[config.mk]
export PLATFORM = sky130hd
export DESIGN_NAME = riscv_data_mem_initiator
export DESIGN_NICKNAME = d
export VERILOG_FILES = /design/src/rtl/riscv_lsu_pkg.sv /design/src/rtl/rv_config_pkg.sv /design/src/rtl/lsu_lane_align.sv /design/src/rtl/riscv_data_mem_initiator.sv
export SDC_FILE = /design/constraint.sdc
export NUM_CORES = 1
export LEC_CHECK = 0
export BUFFER_PORTS_ARGS = -buffer_cell sky130_fd_sc_hd__buf_2
export CORE_MARGIN = 2
export CORE_UTILIZATION = 55
export CTS_CLUSTER_DIAMETER = 60
export DETAILED_ROUTE_END_ITERATION = 10
export PLACE_DENSITY = 0.9
export SETUP_SLACK_MARGIN = 0.4
export SYNTH_ARGS = -nofsm -noshare
export SYNTH_HDL_FRONTEND = slang
export SYNTH_SLANG_ARGS = --single-unit
[constraint.sdc]
create_clock -name clock -period 3.2 [get_ports clock]
set_clock_uncertainty 0.15 [all_clocks]
set_input_delay 0.64 -clock clock [delete_from_list [all_inputs] [get_ports clock]]
set_output_delay 0.64 -clock clock [all_outputs]
set_load 0.03 [all_outputs]
[src/rtl/riscv_lsu_pkg.sv]
// Shared types and constants for the load/store initiator.
package riscv_lsu_pkg;

  typedef enum logic [1:0] {
    SIZE_B = 2'b00,
    SIZE_H = 2'b01,
    SIZE_W = 2'b10
  } size_e;

  localparam logic [1:0] SIZE_RSVD = 2'b11;

  typedef enum logic [1:0] {
    ST_IDLE,
    ST_ACC0,
    ST_ACC1,
    ST_RESP
  } state_e;

  localparam logic [31:0] MASK_B0 = 32'h000000FF;
  localparam logic [31:0] MASK_B1 = 32'h0000FF00;
  localparam logic [31:0] MASK_B2 = 32'h00FF0000;
  localparam logic [31:0] MASK_B3 = 32'hFF000000;

  // The reserved size reports 4 bytes; such requests never reach memory.
  function automatic logic [2:0] size_nbytes(input logic [1:0] size);
    case (size)
      SIZE_B:  return 3'd1;
      SIZE_H:  return 3'd2;
      default: return 3'd4;
    endcase
  endfunction

endpackage

[src/rtl/rv_config_pkg.sv]
// Core-wide configuration shared by the RISC-V blocks.
// DATA_BITS is the byte-address width of the data memory.
package rv_config;
  localparam int DATA_BITS = 10;
endpackage

[src/rtl/lsu_lane_align.sv]
// Byte-lane steering: positions store data/enables across two words and
// extracts, sign- or zero-extends load data from a captured word pair.
module lsu_lane_align
  import riscv_lsu_pkg::*;
(
  input  logic [31:0] i_wdata,
  input  logic [1:0]  i_st_off,
  input  logic [2:0]  i_st_nbytes,
  output logic [63:0] o_wide_data,
  output logic [7:0]  o_lanes,
  input  logic [63:0] i_qpair,
  input  logic [1:0]  i_ld_off,
  input  logic [2:0]  i_ld_nbytes,
  input  logic        i_unsigned,
  output logic [31:0] o_rdata
);

  logic [7:0]  w_base;
  logic [31:0] w_low;
  logic [31:0] w_mask;
  logic        w_sign;

  always_comb begin
    o_wide_data = {32'h0, i_wdata} << {i_st_off, 3'b000};
    w_base      = (8'd1 << i_st_nbytes) - 8'd1;
    o_lanes     = w_base << i_st_off;
  end

  assign w_low = 32'(i_qpair >> {i_ld_off, 3'b000});

  always_comb begin
    w_mask = MASK_B0 | MASK_B1 | MASK_B2 | MASK_B3;
    w_sign = 1'b0;
    case (i_ld_nbytes)
      3'd1: begin
        w_mask = MASK_B0;
        w_sign = w_low[7];
      end
      3'd2: begin
        w_mask = MASK_B0 | MASK_B1;
        w_sign = w_low[15];
      end
      default: ;
    endcase
    o_rdata = (w_low & w_mask) | ((w_sign && !i_unsigned) ? ~w_mask : 32'h0);
  end

endmodule

[src/rtl/riscv_data_mem_initiator.sv]
// Load/store initiator for the word-addressed data memory; word-crossing
// accesses are split into two consecutive word accesses.
module riscv_data_mem_initiator
  import riscv_lsu_pkg::*;
#(
  parameter int ADDR_BITS      = 32,
  parameter int WORD_ADDR_BITS = rv_config::DATA_BITS - 2
) (
  input  logic                      clock,
  input  logic                      reset_n,
  input  logic                      req_valid,
  output logic                      req_ready,
  input  logic                      req_write,
  input  logic [1:0]                req_size,
  input  logic                      req_unsigned,
  input  logic [ADDR_BITS-1:0]      req_addr,
  input  logic [31:0]               req_wdata,
  output logic                      resp_valid,
  output logic [31:0]               resp_rdata,
  output logic                      resp_err,
  output logic [WORD_ADDR_BITS-1:0] mem_address,
  input  logic [31:0]               mem_q,
  output logic                      mem_wren,
  output logic [3:0]                mem_byteena,
  output logic [31:0]               mem_data
);

  localparam logic [ADDR_BITS:0] LIMIT = (ADDR_BITS+1)'(1) << (WORD_ADDR_BITS + 2);

  state_e                    r_state;
  logic                      r_req_ready;
  logic                      r_resp_valid;
  logic                      r_resp_err;
  logic [31:0]               r_resp_rdata;
  logic [WORD_ADDR_BITS-1:0] r_mem_address;
  logic                      r_mem_wren;
  logic [3:0]                r_mem_byteena;
  logic [31:0]               r_mem_data;
  logic                      r_write;
  logic                      r_unsigned;
  logic                      r_split;
  logic [1:0]                r_off;
  logic [2:0]                r_nbytes;
  logic [WORD_ADDR_BITS-1:0] r_word0;
  logic [31:0]               r_wide_hi;
  logic [3:0]                r_lanes_hi;
  logic [31:0]               r_q0;

  logic [2:0]                w_nbytes;
  logic [ADDR_BITS:0]        w_end;
  logic                      w_err;
  logic                      w_split;
  logic [WORD_ADDR_BITS-1:0] w_word0;
  logic [63:0]               w_wide;
  logic [7:0]                w_lanes;
  logic [63:0]               w_qpair;
  logic [31:0]               w_load;

  // End address is one bit wider so accesses near the top of the byte space cannot wrap.
  assign w_nbytes = size_nbytes(req_size);
  assign w_end    = {1'b0, req_addr} + (ADDR_BITS+1)'(w_nbytes);
  assign w_err    = (req_size == SIZE_RSVD) || (w_end > LIMIT);
  assign w_split  = ({1'b0, req_addr[1:0]} + w_nbytes) > 3'd4;
  assign w_word0  = req_addr[WORD_ADDR_BITS+1:2];
  assign w_qpair  = (r_state == ST_ACC1) ? {mem_q, r_q0} : {32'h0, mem_q};

  lsu_lane_align u_align (
    .i_wdata     (req_wdata),
    .i_st_off    (req_addr[1:0]),
    .i_st_nbytes (w_nbytes),
    .o_wide_data (w_wide),
    .o_lanes     (w_lanes),
    .i_qpair     (w_qpair),
    .i_ld_off    (r_off),
    .i_ld_nbytes (r_nbytes),
    .i_unsigned  (r_unsigned),
    .o_rdata     (w_load)
  );

  // Outputs are registered on entry to each state, so ACC0 values come from the live request.
  always_ff @(posedge clock or negedge reset_n) begin
    if (!reset_n) begin
      r_state       <= ST_IDLE;
      r_req_ready   <= 1'b1;
      r_resp_valid  <= 1'b0;
      r_resp_err    <= 1'b0;
      r_resp_rdata  <= 32'h0;
      r_mem_address <= '0;
      r_mem_wren    <= 1'b0;
      r_mem_byteena <= 4'h0;
      r_mem_data    <= 32'h0;
      r_write       <= 1'b0;
      r_unsigned    <= 1'b0;
      r_split       <= 1'b0;
      r_off         <= 2'b00;
      r_nbytes      <= 3'd0;
      r_word0       <= '0;
      r_wide_hi     <= 32'h0;
      r_lanes_hi    <= 4'h0;
      r_q0          <= 32'h0;
    end else begin
      r_resp_valid  <= 1'b0;
      r_resp_err    <= 1'b0;
      r_resp_rdata  <= 32'h0;
      r_mem_address <= '0;
      r_mem_wren    <= 1'b0;
      r_mem_byteena <= 4'h0;
      r_mem_data    <= 32'h0;
      case (r_state)
        ST_IDLE: begin
          if (req_valid) begin
            r_req_ready <= 1'b0;
            r_write     <= req_write;
            r_unsigned  <= req_unsigned;
            r_split     <= w_split;
            r_off       <= req_addr[1:0];
            r_nbytes    <= w_nbytes;
            r_word0     <= w_word0;
            r_wide_hi   <= w_wide[63:32];
            r_lanes_hi  <= w_lanes[7:4];
            if (w_err) begin
              r_state      <= ST_RESP;
              r_resp_valid <= 1'b1;
              r_resp_err   <= 1'b1;
            end else begin
              r_state       <= ST_ACC0;
              r_mem_address <= w_word0;
              r_mem_byteena <= w_lanes[3:0];
              r_mem_data    <= w_wide[31:0];
              r_mem_wren    <= req_write;
            end
          end
        end
        ST_ACC0: begin
          if (!r_write) r_q0 <= mem_q;
          if (r_split) begin
            r_state       <= ST_ACC1;
            r_mem_address <= r_word0 + 1'b1;
            r_mem_byteena <= r_lanes_hi;
            r_mem_data    <= r_wide_hi;
            r_mem_wren    <= r_write;
          end else begin
            r_state      <= ST_RESP;
            r_resp_valid <= 1'b1;
            r_resp_rdata <= r_write ? 32'h0 : w_load;
          end
        end
        ST_ACC1: begin
          r_state      <= ST_RESP;
          r_resp_valid <= 1'b1;
          r_resp_rdata <= r_write ? 32'h0 : w_load;
        end
        default: begin
          r_state     <= ST_IDLE;
          r_req_ready <= 1'b1;
        end
      endcase
    end
  end

  assign req_ready   = r_req_ready;
  assign resp_valid  = r_resp_valid;
  assign resp_err    = r_resp_err;
  assign resp_rdata  = r_resp_rdata;
  assign mem_address = r_mem_address;
  assign mem_wren    = r_mem_wren;
  assign mem_byteena = r_mem_byteena;
  assign mem_data    = r_mem_data;

endmodule

# Word-level counts from Yosys, hierarchy flattened
# Cells that the tools add are included.
# word_totals
output_inout_bits	80
elab_cells	84
register_bits	166
inputBits	103
# op_classes
shifts	4
n_reduce_logical	9
eq_ne	7
n_bitwise	5
n_addsub	4
mux	35
n_lt_le_gt_ge	2
# op_table
operator	count
$mux W32	6
$pmux W32 S2	3
$mux W64	1
$shl A32 B5 Y64	1
$shr A64 B5 Y32	1
$add A32 B3 Y33	1
$gt A33 B11 Y1 const B	1
$and A32 B32 Y32	1
$not A32 Y32	1
$or A32 B32 Y32	1
$mux W8	3
$pmux W8 S2	1
$mux W4	3
$mux W1	9
$add A8 B1 Y8 const B	1
$pmux W4 S2	1
$shl A1 B3 Y8 const A	1
$shl A8 B2 Y8	1
$sub A8 B1 Y8 const B	1
$pmux W1 S2	3
$pmux W2 S3	1
$pmux W3 S2	1
$reduce_and A2 Y1	3
$eq A2 B1 Y1 const B	2
14 further kinds	18

# Logic depth before layout (Yosys ltp)
# Gate-level depths: netlist (run 1).
# logic_depth
depth_word	10
depth_mapped	13
mapped_depth_nobuf	11

# Hierarchy
# Synthesis (run 1) repeated with hierarchy kept, for this count alone.
# unflattened
hier_cells	958
area_unflattened_um2	9510.4
# modules_own_cells
module	instances	area_per_inst_um2	cells_each
riscv_data_mem_initiator	1	7531.0	687
lsu_lane_align	1	1979.4	271

# Worst setup path before layout (run 1)
# OpenSTA, ideal clock, no wires.
# synth_path
path_kind	input port to flip-flop
from	input port req_addr[1]
to	register r_mem_byteena[1] (netlist: mem_byteena[1])
setup_time_ns	0.092
required_time_ns	2.958
stages	13
n_path_buf	2
setup_slack_ns	-0.418
arrival_time_ns	3.376
path_cell_list	clkbuf_1 > inv_1 > xnor2_1 > ha_1 > a21oi_1 > a2111oi_1 > a21boi_0 > o21ai_0 > nand4_1 > nor4b_4 > nand4_2 > buf_4 > o31ai_2
# synth_between
elab_chain_cells	6
word_cells_on_any_way	7
cone_classes	1 x add/sub; 1 x order compare; 1 x shift; 3 x mux; 1 x reduce/logical
# synth_lines
item	line_no	rtl
from (decl)	riscv_data_mem_initiator.sv:16	input logic [ADDR_BITS-1:0] req_addr,
$add A32 B3 Y33	riscv_data_mem_initiator.sv:61	assign w_end = {1'b0, req_addr} + (ADDR_BITS+1)'(w_nbytes);
$gt A33 B11 Y1	riscv_data_mem_initiator.sv:62	assign w_err = (req_size == SIZE_RSVD) || (w_end > LIMIT);
$logic_or A1 B1 Y1	riscv_data_mem_initiator.sv:62	
$mux W4 (*)	riscv_data_mem_initiator.sv:121	if (w_err) begin
$mux W4 (*)	riscv_data_mem_initiator.sv:111	if (req_valid) begin
$pmux W4 S2 (*)	riscv_data_mem_initiator.sv:109	case (r_state)
to (signal assigned)	riscv_data_mem_initiator.sv:128	r_mem_byteena <= w_lanes[3:0];
to (signal assigned)	riscv_data_mem_initiator.sv:139	r_mem_byteena <= r_lanes_hi;
to (decl)	riscv_data_mem_initiator.sv:37	logic [3:0] r_mem_byteena;
# Mark *: on every way between the ends. The rest lies on a longest branch, timed or not.
# A chain may end at the register's enable or synchronous reset.

# Worst setup path in the final report (run 1)
# layout_path
from	input port req_size[0]
to	register r_mem_data[14] (netlist: mem_data[14])
# layout_between
elab_chain_cells	8
word_cells_on_any_way	10
cone_classes	1 x add/sub; 1 x order compare; 2 x eq/ne; 4 x mux; 2 x reduce/logical
# layout_lines
item	line_no	rtl
from (decl)	riscv_data_mem_initiator.sv:14	input logic [1:0] req_size,
$eq A2 B1 Y1 or $logic_not A2 Y1 (tied branches)	riscv_lsu_pkg.sv:26	case (size)
$pmux W3 S2 (*)	riscv_lsu_pkg.sv:26	
named net u_align.i_st_nbytes[0]	lsu_lane_align.sv:8	input logic [2:0] i_st_nbytes,
$add A32 B3 Y33 (*)	riscv_data_mem_initiator.sv:61	
$gt A33 B11 Y1 (*)	riscv_data_mem_initiator.sv:62	
$logic_or A1 B1 Y1 (*)	riscv_data_mem_initiator.sv:62	
$mux W32 (*)	riscv_data_mem_initiator.sv:121	
$mux W32 (*)	riscv_data_mem_initiator.sv:111	
$pmux W32 S2 (*)	riscv_data_mem_initiator.sv:109	
to (signal assigned)	riscv_data_mem_initiator.sv:129	r_mem_data <= w_wide[31:0];
to (signal assigned)	riscv_data_mem_initiator.sv:140	r_mem_data <= r_wide_hi;
to (decl)	riscv_data_mem_initiator.sv:38	logic [31:0] r_mem_data;
# The timed path passes the listed nets; every way through them passes the cells marked *.

==> qor.txt, run 1 <==
Actual slew at the worst max-slew pin -> 0.674 ns
#FFs+latches synth -> 158
Die area -> 16200 sq um
Starting DRT DRC Count -> 786
Placement Setup Slack -> -0.432 ns
Post-Syn Instances -> 842
Mapped Nets -> 954
Worst R2R Start -> r_state[0]$_DFFE_PN0P_
Period minus WS final -> 3.24 ns
Pwr per Cell Area -> 829 nW/um^2
Reg-to-reg slack, setup -> 0.58 ns
Crit Path Max Fanout -> 5
Number of max-cap violations -> 0
FILL cells -> 996
Non-Filler Instances -> 1272
Via-per-instance ratio -> 6.20
Initial Util -> 55.6%
CTS Buf Count -> 17
First-pass GRT wire length -> 38800 um
FP Rows -> 45
Post-synth cell types -> 63
Final Cycle Share -> 101%
Largest net degree at the start of global routing -> 76
DRT antenna net count -> 0
Tot Pwr -> 0.00902 W
Setup WS post-layout -> -0.0400 ns
Layout cell share with drive strength beyond 1 -> 36.7%
Final hold slack -> 0.0842 ns
Crit path largest cell delay -> 0.45 ns
Residual DRC count -> 0
Setup CP Type -> in -> reg
Worst Hold Class -> in -> async
Pint -> 0.00537 W
Die H -> 127 um
Worst path cell trace -> buf_8, nor2_4, ha_2, buf_6, ha_4, a21oi_4, a2111oi_4, a21boi_0, o21ai_1, nand4_1, nor4b_4, nand4_4, bufbuf_16, o31ai_2
Worst Setup Start Kind -> input port
Syn. warnings -> 0
Failing checks -> negative setup slack
Diodes inserted -> 0
WP data required -> 3.39 ns
Sw frac -> 40.5%
Std-Cell Core Area -> 15000 sq um
Dpl cells -> 1226
Max transition margin -> 55.0%
Sequential Power Share -> 34.2%
Clk pin slew, worst setup/hold paths -> 0.07 ns
GP Congestion -> 0.889
Area delta synth->final -> 30.2%
Ys flop type -> dfrtp_1
HPWL after DPL -> 16200 um
Setup TNS -> -0.147 ns
Clock power frac -> 22.1%
Post-CTS Hold Buffers -> 0
Crit. End Element -> flip-flop
Initial antenna violation count -> 1
Final Max Tran Viols -> 0
Pleak -> 5.27 nW
Final setup viols -> 14
Mapped Area -> 8350 sq um
VDD IR-drop max -> 0.000495 V
Clock tree root driver cell -> clkbuf_16
Wire per inst -> 19.3 um
Vias -> 7887
Number of synthesized flops with an enable pin -> 0
Syn Area/Cell -> 9.92 sq um
Post-synth top area share -> 47.0%
Final net count -> 1183
Unrepaired setup endpoints after global routing -> true
DRT Pass-1 Iters -> 6
Status -> complete, but fails checks
All-Layer GR Usage -> 30.4%
Cell at the slowest stage of the critical path -> a2111oi_4
Clock Tree Buf Depth -> 2
CTS tree -> built
Clk sinks -> 158
Family with the most delay on the worst path -> compound AO/OA/AOI/OAI gates
Number of H-tree levels -> 4
Achievable Freq -> 0.309 GHz
Area leader, netlist -> dfrtp_1
Count of input and output buffers -> 182
Part of the Yosys area used for sequential elements -> 47.4%
Die W -> 127 um
WP data arrival -> 3.43 ns
Buf/Inv on CP -> 3
R2R cell count -> 11
Net switching power figure -> 0.00365 W
Drt total wl -> 24600 um
Async set-reset flop share out of synthesis -> 100%
GRT overflow -> 0
Area contributors post-synth -> dfrtp_1 (47%), mux2i_1 (7.1%), mux2_2 (6.5%)
Clock Latency Late Sink -> 0.43 ns
Number of global-route vias before repair -> 7679
Critical R2R Capture -> resp_rdata[20]$_DFF_PN0_
Fin. Hold Viols -> 0
Logic pwr share -> 43.6%
Io pins -> 183
[layout make-up]
type	instances	area [sq um]	share of cell area (%)
Multi-Input combinational cell	613	4380	40.2
Sequential cell	158	3960	36.4
Timing Repair Buffer	264	1660	15.3
Clock buffer	20	457	4.20
Tap cell	188	235	2.16
Clock inverter	12	124	1.14
Inverter	17	63.8	0.587
[cells in the mapped netlist, types with 5 or more instances]
master / count
dfrtp_1: 157
nand2_1: 129
nor2_1: 68
o21ai_0: 62
mux2i_1: 59
mux2_2: 48
a21oi_1: 37
clkbuf_1: 35
a211oi_1: 20
inv_1: 17
nand3_1: 16
o22ai_1: 16
buf_1: 14
and2_1: 13
nor3_1: 10
a221oi_1: 9
a22o_1: 9
ha_1: 9
nand4_1: 9
mux4_2: 8
o31ai_2: 8
xnor2_1: 7
a22oi_1: 6
o31ai_1: 6
xor2_1: 6
and3_1: 5
[how the worst max path moves through the flow]
| stage | startpoint | end | slack [ns] | cells past startpoint |
|---|---|---|---|---|
| 6_report | req_size[0] | mem_data[14]$_DFF_PN0_ | -0.04 | 14 |
| 5_1_grt | req_size[0] | mem_address[6]$_DFF_PN0_ | -0.10 | 16 |
| 4_1_cts | req_size[1] | mem_byteena[1]$_DFF_PN0_ | 0.11 | 14 |
| 2_1_floorplan | req_size[0] | mem_byteena[1]$_DFF_PN0_ | -0.02 | 13 |
| 3_5_place_dp | req_size[1] | mem_data[26]$_DFF_PN0_ | -0.43 | 12 |
| 3_3_place_gp | req_size[1] | mem_data[12]$_DFF_PN0_ | -0.32 | 12 |
[kinds of logic after synthesis]
logic type                 count (synthesis)  synth area share [%]
muxes                                    115                  15.7
buffers and inverters                     71                  3.30
and+or+nand+nor                          275                  15.0
xor gates and xnor gates                  13                  1.36
DFF                                      158                  47.4
adders and majority gates                  9                  1.35
AOI/OAI and AO/OA                        201                  15.9
[power by group through the flow]
stage	combinational [W]	sequential [W]	clock (W)
finish	0.00393	0.00309	0.00200
global placement	0.00364	0.00305	0
global route	0.00424	0.00315	0.00208
detailed placement	0.00376	0.00308	0
CTS	0.00387	0.00306	0.00199
floorplan	0.00232	0.00342	0
[placed cells by master, fill, tap and decap left out, types with 5 or more instances in the layout]
| cell | instances |
|---|---|
| buf_2 | 178 |
| dfrtp_1 | 156 |
| nand2_1 | 128 |
| buf_4 | 75 |
| nor2_1 | 65 |
| mux2i_1 | 59 |
| o21ai_0 | 55 |
| mux2_2 | 48 |
| a21oi_1 | 35 |
| inv_1 | 17 |
| clkbuf_16 | 17 |
| nand3_1 | 16 |
| o22ai_1 | 14 |
| a211oi_1 | 13 |
| and2_1 | 12 |
| nor3_1 | 10 |
| nand4_1 | 9 |
| a22o_1 | 9 |
| a221oi_1 | 9 |
| mux4_2 | 8 |
| o21ai_1 | 7 |
| a211oi_2 | 6 |
| xor2_1 | 6 |
| xnor2_1 | 6 |
| o31ai_2 | 6 |
| a22oi_1 | 6 |
| o31ai_1 | 5 |
| ha_1 | 5 |
[sequential cells by signal (all words and copies together), names as in the netlist]
register and cells:
mem_data 32, r_q0 32, resp_rdata 32, r_wide_hi 24, mem_address 8, r_word0 8, mem_byteena 4, r_lanes_hi 4
r_nbytes 3, r_off 2, r_state 2, mem_wren 1, r_split 1, r_unsigned 1, r_write 1, req_ready 1
resp_err 1, resp_valid 1
[metal layers]
| metal | routed length [um] | GRT usage (%) | vias up |
|---|---|---|---|
| met4 | 993 | 13.8 | 0 |
| li1 | - | - | 3500 |
| met2 | 12000 | 49.9 | 516 |
| met1 | 9390 | 38.3 | 3779 |
| met3 | 2260 | 7.91 | 92 |
| met5 | 0 | 0 | - |
[stage by stage]
stage / utilization (%) / area, sq um
after global routing: 72.3 / 10900
after detailed placement: 65.9 / 9910
after floorplan: - / 8440
final: 72.3 / 10900
after global placement: 65.9 / 9910
after CTS: 71.9 / 10800
[timing repair]
item,in CTS,in global routing
endpoints found under the setup margin,48,69
gates cloned,3,0
pin swaps,9,4
setup buffers,6,5
resized for setup,37,14
Power figures use the tool's default switching activity.
==> inputs of run 2 (changes only) <==
CTS_BUF_LIST = sky130_fd_sc_hd__clkbuf_4   (was default)
==> run 2 against run 1 <==
  * The run now ends clean
  * Non-clock buffer count is the same
  * Sequential share of layout area increased by 1.2 points
  * Utilization decreased by 2.3 points
  * Via count decreased by 1.5%
  * Global-route usage decreased by 1.6 points
  * Die area did not move
  * Combinational power is 2% lower
  * Final area shrank 3.1%
  * Critical endpoint is now mem_data[15]$_DFF_PN0_
  * Clock power is 42% lower
  * First-iteration DRC count fell by 8.5%
  * Worst setup slack improved by 0.17 ns
==> qor.txt, run 2 (same netlist as run 1, synthesis figures left out) <==
Status -> complete, no violations
Final Cycle Share -> 96.0% (-5.2 points)
Layout cell share with drive strength beyond 1 -> 36.5% (-0.18 points)
Period minus WS final -> 3.07 ns (-0.167 ns)
CTS tree -> built
VDD IR-drop max -> 0.000348 V (-30%)
WP data arrival -> 3.43 ns (about the same)
Clk pin slew, worst setup/hold paths -> 0.15 ns (+0.08 ns)
Initial antenna violation count -> 1 (unchanged)
Number of H-tree levels -> 4 (unchanged)
Drt total wl -> 23100 um (-5.9%)
Number of global-route vias before repair -> 7378 (-3.9%)
Die W -> 127 um (unchanged)
Crit path from -> req_size[0]
Initial Util -> 55.6% (unchanged)
Reg-to-reg slack, setup -> 0.59 ns (about the same)
Worst path cell trace -> buf_8, nor2_4, ha_2, buf_6, ha_4, a21oi_4, a2111oi_4, a21boi_0, o21ai_1, nand4_1, nor4b_4, nand4_4, buf_4, buf_16, o31ai_2
Pwr per Cell Area -> 767 nW/um^2 (-7.5%)
Most frequent cells in the layout -> buf_2 (178), dfrtp_1 (156), nand2_1 (128)
Vias -> 7771 (-1.5%)
Crit path largest cell delay -> 0.44 ns (about the same)
Crit. End Element -> flip-flop
Worst Setup Start Kind -> input port
Buf/Inv on CP -> 4 (+1)
FP Rows -> 45 (unchanged)
GRT overflow -> 0 (unchanged)
Setup TNS -> 0 ns (+0.147 ns)
Family with the most delay on the worst path -> compound AO/OA/AOI/OAI gates
Count of input and output buffers -> 182 (unchanged)
Clock Latency Late Sink -> 0.57 ns (+0.14 ns)
Area delta synth->final -> 26.1%
Sw frac -> 42.7% (+2.2 points)
Critical R2R Capture -> resp_rdata[31]$_DFF_PN0_
Multi-input gate area -> 4350 sq um (-0.60%)
Logic pwr share -> 47.7% (+4.1 points)
Cell at the slowest stage of the critical path -> a2111oi_4
Clock tree root driver cell -> clkbuf_4
First-pass GRT wire length -> 36800 um (-5.0%)
Wire per inst -> 18.2 um (-6.0%)
Pleak -> 5.13 nW (-2.7%)
Number of max-cap violations -> 0 (unchanged)
GP Congestion -> 0.889 (unchanged)
Largest net degree at the start of global routing -> 76 (unchanged)
Achievable Freq -> 0.325 GHz (+5.4%)
Max transition margin -> 55.3% (+0.30 points)
Fin. Hold Viols -> 0 (unchanged)
Crit path depth -> 15 (+1)
Reg area -> 3960 sq um (unchanged)
Hold Crit Depth -> 3
Unrepaired setup endpoints after global routing -> true
Final net count -> 1183 (unchanged)
Std-Cell Core Area -> 15000 sq um (unchanged)
Crit Path Max Fanout -> 5 (unchanged)
Clk sinks -> 158 (unchanged)
Starting DRT DRC Count -> 719 (-8.5%)
DRT antenna net count -> 0 (unchanged)
R2R cell count -> 8 (-3)
WP data required -> 3.56 ns (+0.17 ns)
Residual DRC count -> 0 (unchanged)
CTS Buf Count -> 17 (unchanged)
Pint -> 0.00463 W (-14%)
Sequential Power Share -> 37.9% (+3.7 points)
Die H -> 127 um (unchanged)
Io pins -> 183 (unchanged)
DRT Pass-1 Iters -> 6 (unchanged)
Worst setup path endpoint -> mem_data[15]$_DFF_PN0_
All-Layer GR Usage -> 28.8% (-1.6 points)
Net switching power figure -> 0.00345 W (-5.4%)
Via-per-instance ratio -> 6.10 (-1.5%)
Clock power frac -> 14.4% (-7.7 points)
Actual slew at the worst max-slew pin -> 0.670 ns (-0.00448 ns)
Die area -> 16200 sq um (unchanged)
HPWL after DPL -> 16200 um (unchanged)
Clock Tree Buf Depth -> 2 (unchanged)
Final Max Tran Viols -> 0 (unchanged)
Placement Setup Slack -> -0.432 ns (unchanged)
Final setup viols -> 0 (-14)
Setup CP Type -> in -> reg
Worst R2R Start -> r_state[0]$_DFFE_PN0P_
Commonest non-fill, non-tap cell in the layout -> buf_2
FILL cells -> 1056 (+6.0%)
Worst Hold Class -> in -> reg
Setup WS post-layout -> 0.127 ns (+0.167 ns)
run 2: changes by cell type in the layout (fill, tap and decap cells not counted), moves of 2 or more:
cell,previous run,this run
a211oi_2,6,8
clkbuf_4,0,18
clkbuf_16,17,0
o31ai_4,3,1
o31ai_2,6,8
o21ai_0,55,52
o21ai_1,7,10
clkbuf_8,2,0
clkinv_1,0,2
run 2: power by group through the flow:
stage / Sequential [W] / Clock, W / Combinational [W]
after floorplan: 0.00342 / 0 / 0.00232
after global placement: 0.00305 / 0 / 0.00364
after detailed placement: 0.00308 / 0 / 0.00376
after CTS: 0.00304 / 0.00117 / 0.00380
after global routing: 0.00313 / 0.00126 / 0.00417
final: 0.00306 / 0.00116 / 0.00386
run 2: how the worst min path moves through the flow:
stage / start / slack, ns / to
after floorplan: reset_n / 0.19 / mem_address[0]$_DFF_PN0_
after global placement: r_wide_hi[0]$_DFFE_PN0P_ / 0.30 / r_wide_hi[0]$_DFFE_PN0P_
after detailed placement: r_wide_hi[4]$_DFFE_PN0P_ / 0.31 / r_wide_hi[4]$_DFFE_PN0P_
after CTS: req_unsigned / 0.11 / r_unsigned$_DFFE_PN0P_
after global routing: req_unsigned / 0.09 / r_unsigned$_DFFE_PN0P_
final: req_unsigned / 0.12 / r_unsigned$_DFFE_PN0P_
run 2: layout make-up:
cell class	instances	area share (%)
Antenna cell	1	0.0238
Clock buffer	18	1.28
Clock inverter	14	1.25
Inverter	17	0.606
Multi-Input combinational cell	613	41.3
Sequential cell	158	37.6
Tap cell	188	2.23
Timing Repair Buffer	264	15.8
run 2: worst min-delay path, cell delays in order:
cell and delay, ns:
buf_2 0.09, nand2_1 0.04, nand2_1 0.05
run 2: through the flow:
step / total power [W] / hold WS [ns] / utilization, % / area [sq um] / instances
after CTS: 0.00801 / 0.110 / 69.5 / 10500 / 1266
after floorplan: 0.00574 / 0.194 / - / 8440 / 842
after global placement: 0.00669 / 0.299 / 65.9 / 9910 / 1226
final: 0.00808 / 0.122 / 70.1 / 10500 / 1273
after detailed placement: 0.00684 / 0.306 / 65.9 / 9910 / 1226
after global routing: 0.00856 / 0.0904 / 70.1 / 10500 / 1272
run 2: what timing repair did:
item	in CTS	in global routing
pin swaps	9	3
setup buffers	4	6
hold buffers	1	0
gates resized for setup	27	23
endpoints found under the hold margin	72	0
setup endpoints to repair	47	70
cloned	3	0
run 2: metal layers:
layer / wire [um] / track usage [%]
met1: 9160 / 37.0
met2: 11300 / 47.8
met3: 2130 / 8.00
met4: 531 / 9.31
met5: 7 / 0
==> inputs of run 3 (changes only) <==
CORE_ASPECT_RATIO = 0.7   (was default)
CTS_CLUSTER_SIZE = 25   (was default)
==> run 3 against run 2 <==
  * Sequential power about the same
  * Clock power hardly changed
  * Clock-buffer cell count shrank 1
  * Critical path depth shrank 1
  * Register-to-register slack is essentially flat
  * Global-route usage rose by 4.0 points
  * Non-clock buffer count up 6
  * Sequential cell count stayed put
  * Critical endpoint is now mem_data[26]$_DFF_PN0_
  * Power up 2.9%
  * Largest power group unchanged
==> qor.txt, run 3 (same netlist as run 1, synthesis figures left out) <==
Status -> complete, no violations
Die W -> 151 um (+19%)
Initial Util -> 56.6% (+1.0 points)
Hold Path Sink -> r_unsigned$_DFFE_PN0P_
Final Max Tran Viols -> 0 (unchanged)
Worst R2R Start -> r_state[1]$_DFFE_PN0P_
VDD IR-drop max -> 0.000480 V (+38%)
Via-per-instance ratio -> 6.25 (+2.4%)
Starting DRT DRC Count -> 988 (+37%)
Reg-to-reg slack, setup -> 0.59 ns (about the same)
HPWL after DPL -> 17500 um (+7.6%)
Final Instance Area -> 10900 sq um (+3.4%)
Worst Hold Class -> in -> reg
Pleak -> 5.25 nW (+2.4%)
Worst Setup Start Kind -> input port
Drt total wl -> 26700 um (+15%)
Count of input and output buffers -> 182 (unchanged)
WP data arrival -> 3.32 ns (-0.11 ns)
Crit Path Max Fanout -> 5 (unchanged)
Io pins -> 183 (unchanged)
Setup TNS -> 0 ns (unchanged)
Tot Pwr -> 0.00832 W (+2.9%)
Final hold slack -> 0.151 ns (+0.0286 ns)
Final Cycle Share -> 94.2% (-1.9 points)
All-Layer GR Usage -> 32.8% (+4.0 points)
Clock Latency Late Sink -> 0.56 ns (about the same)
Pwr per Cell Area -> 763 nW/um^2 (-0.48%)
Layout cell share with drive strength beyond 1 -> 39.4% (+2.9 points)
Area delta synth->final -> 30.5%
Number of H-tree levels -> 4 (unchanged)
Actual slew at the worst max-slew pin -> 0.845 ns (+0.175 ns)
CTS tree -> built
Number of max-cap violations -> 0 (unchanged)
Max transition margin -> 43.5% (-12 points)
Wire per inst -> 20.8 um (+14%)
Number of global-route vias before repair -> 7702 (+4.4%)
Achievable Freq -> 0.332 GHz (+2.0%)
Unrepaired setup endpoints after global routing -> true
Final setup viols -> 0 (unchanged)
Residual DRC count -> 0 (unchanged)
Most frequent cells in the layout -> buf_2 (178), dfrtp_1 (156), nand2_1 (129)
Clock tree root driver cell -> clkbuf_4
Die area -> 16200 sq um (+0.10%)
Clk pin slew, worst setup/hold paths -> 0.14 ns (about the same)
GRT overflow -> 0 (unchanged)
Die H -> 107 um (-16%)
Initial antenna violation count -> 0 (-1)
WP data required -> 3.51 ns (-0.05 ns)
DRT antenna net count -> 0 (unchanged)
Placed inst area -> 9940 sq um (+0.29%)
Critical R2R Capture -> resp_rdata[23]$_DFF_PN0_
Hold Crit Depth -> 3 (unchanged)
Crit. End Element -> flip-flop
GP Congestion -> 0.918 (+3.2%)
Diodes inserted -> 0 (-1)
CTS Buf Count -> 17 (unchanged)
Std-Cell Core Area -> 14800 sq um (-1.8%)
FILL cells -> 975 (-7.7%)
Period minus WS final -> 3.01 ns (-0.0599 ns)
Commonest non-fill, non-tap cell in the layout -> buf_2
Clock Tree Buf Depth -> 2 (unchanged)
Worst hold start -> req_unsigned
R2R cell count -> 9 (+1)
FP Rows -> 37 (-18%)
Largest net degree at the start of global routing -> 63 (-17%)
First-pass GRT wire length -> 40700 um (+10%)
Clk sinks -> 158 (unchanged)
Fin. Hold Viols -> 0 (unchanged)
Setup CP Type -> in -> reg
Final net count -> 1189 (+0.51%)
Vias -> 8031 (+3.3%)
DRT Pass-1 Iters -> 5 (-1)
## run 3: cell count changes in the layout (fill, tap and decap cells not counted), sizes merged
cell / before / now
clkinv: 4 / 2
bufbuf: 1 / 0
inv: 23 / 26
buf: 262 / 268
diode: 1 / 0
## run 3: metrics by stage
stage	util, %	instances	setup WS, ns
finish	73.8	1285	0.187
global route	73.8	1285	0.195
CTS	72.7	1280	0.295
detailed placement	67.3	1236	-0.540
global placement	67.3	1236	-0.439
floorplan	-	842	-0.0249
## run 3: worst max-delay path by stage
stage,cells past startpoint,slack (ns),end,start
5_1_grt,14,0.19,mem_data[26]$_DFF_PN0_,req_size[1]
3_3_place_gp,12,-0.44,mem_data[15]$_DFF_PN0_,req_size[1]
2_1_floorplan,13,-0.02,mem_byteena[1]$_DFF_PN0_,req_size[0]
4_1_cts,14,0.29,mem_data[9]$_DFF_PN0_,req_size[0]
3_5_place_dp,12,-0.54,mem_data[22]$_DFF_PN0_,req_size[1]
6_report,14,0.19,mem_data[26]$_DFF_PN0_,req_addr[0]
## run 3: routing by layer
| metal | vias to the layer above | part of all wire [%] | global-route usage [%] |
|---|---|---|---|
| met3 | 93 | 10 | 8.21 |
| met5 | - | 0 | 0 |
| met1 | 3874 | 41 | 46.7 |
| met4 | 0 | 3.2 | 11.9 |
| li1 | 3521 | - | - |
| met2 | 543 | 45 | 48.8 |
## run 3: worst max-delay path: stages
cell and delay (ns):
buf_2 0.13, ha_4 0.16, buf_6 0.12, and2_1 0.16
buf_4 0.15, a211o_4 0.33, buf_4 0.16, a31oi_1 0.19
nand4_1 0.18, nor4b_4 0.38, nand4_4 0.15, buf_12 0.19
buf_16 0.15, a211oi_4 0.20
## run 3: timing repair
action	4_1_cts	5_1_grt
cloned	5	0
gates resized for setup	86	22
pin swaps	30	17
endpoints found under the setup margin	48	48
hold buffers	1	0
hold endpoints to repair	47	0
buffers inserted	6	5
## run 3: power breakdown
part / internal [W] / switching [W]
clock: 0.000412 / 0.000780
combinational: 0.00156 / 0.00247
sequential: 0.00266 / 0.000434
## run 3: area by class of cell
class	count	area [sq um]	share of cell area (%)
Multi-Input combinational cell	613	4590	42.1
Clock buffer	17	128	1.17
Sequential cell	158	3960	36.3
Timing Repair Buffer	270	1760	16.2
Clock inverter	15	150	1.38
Inverter	17	63.8	0.586
Tap cell	195	244	2.24
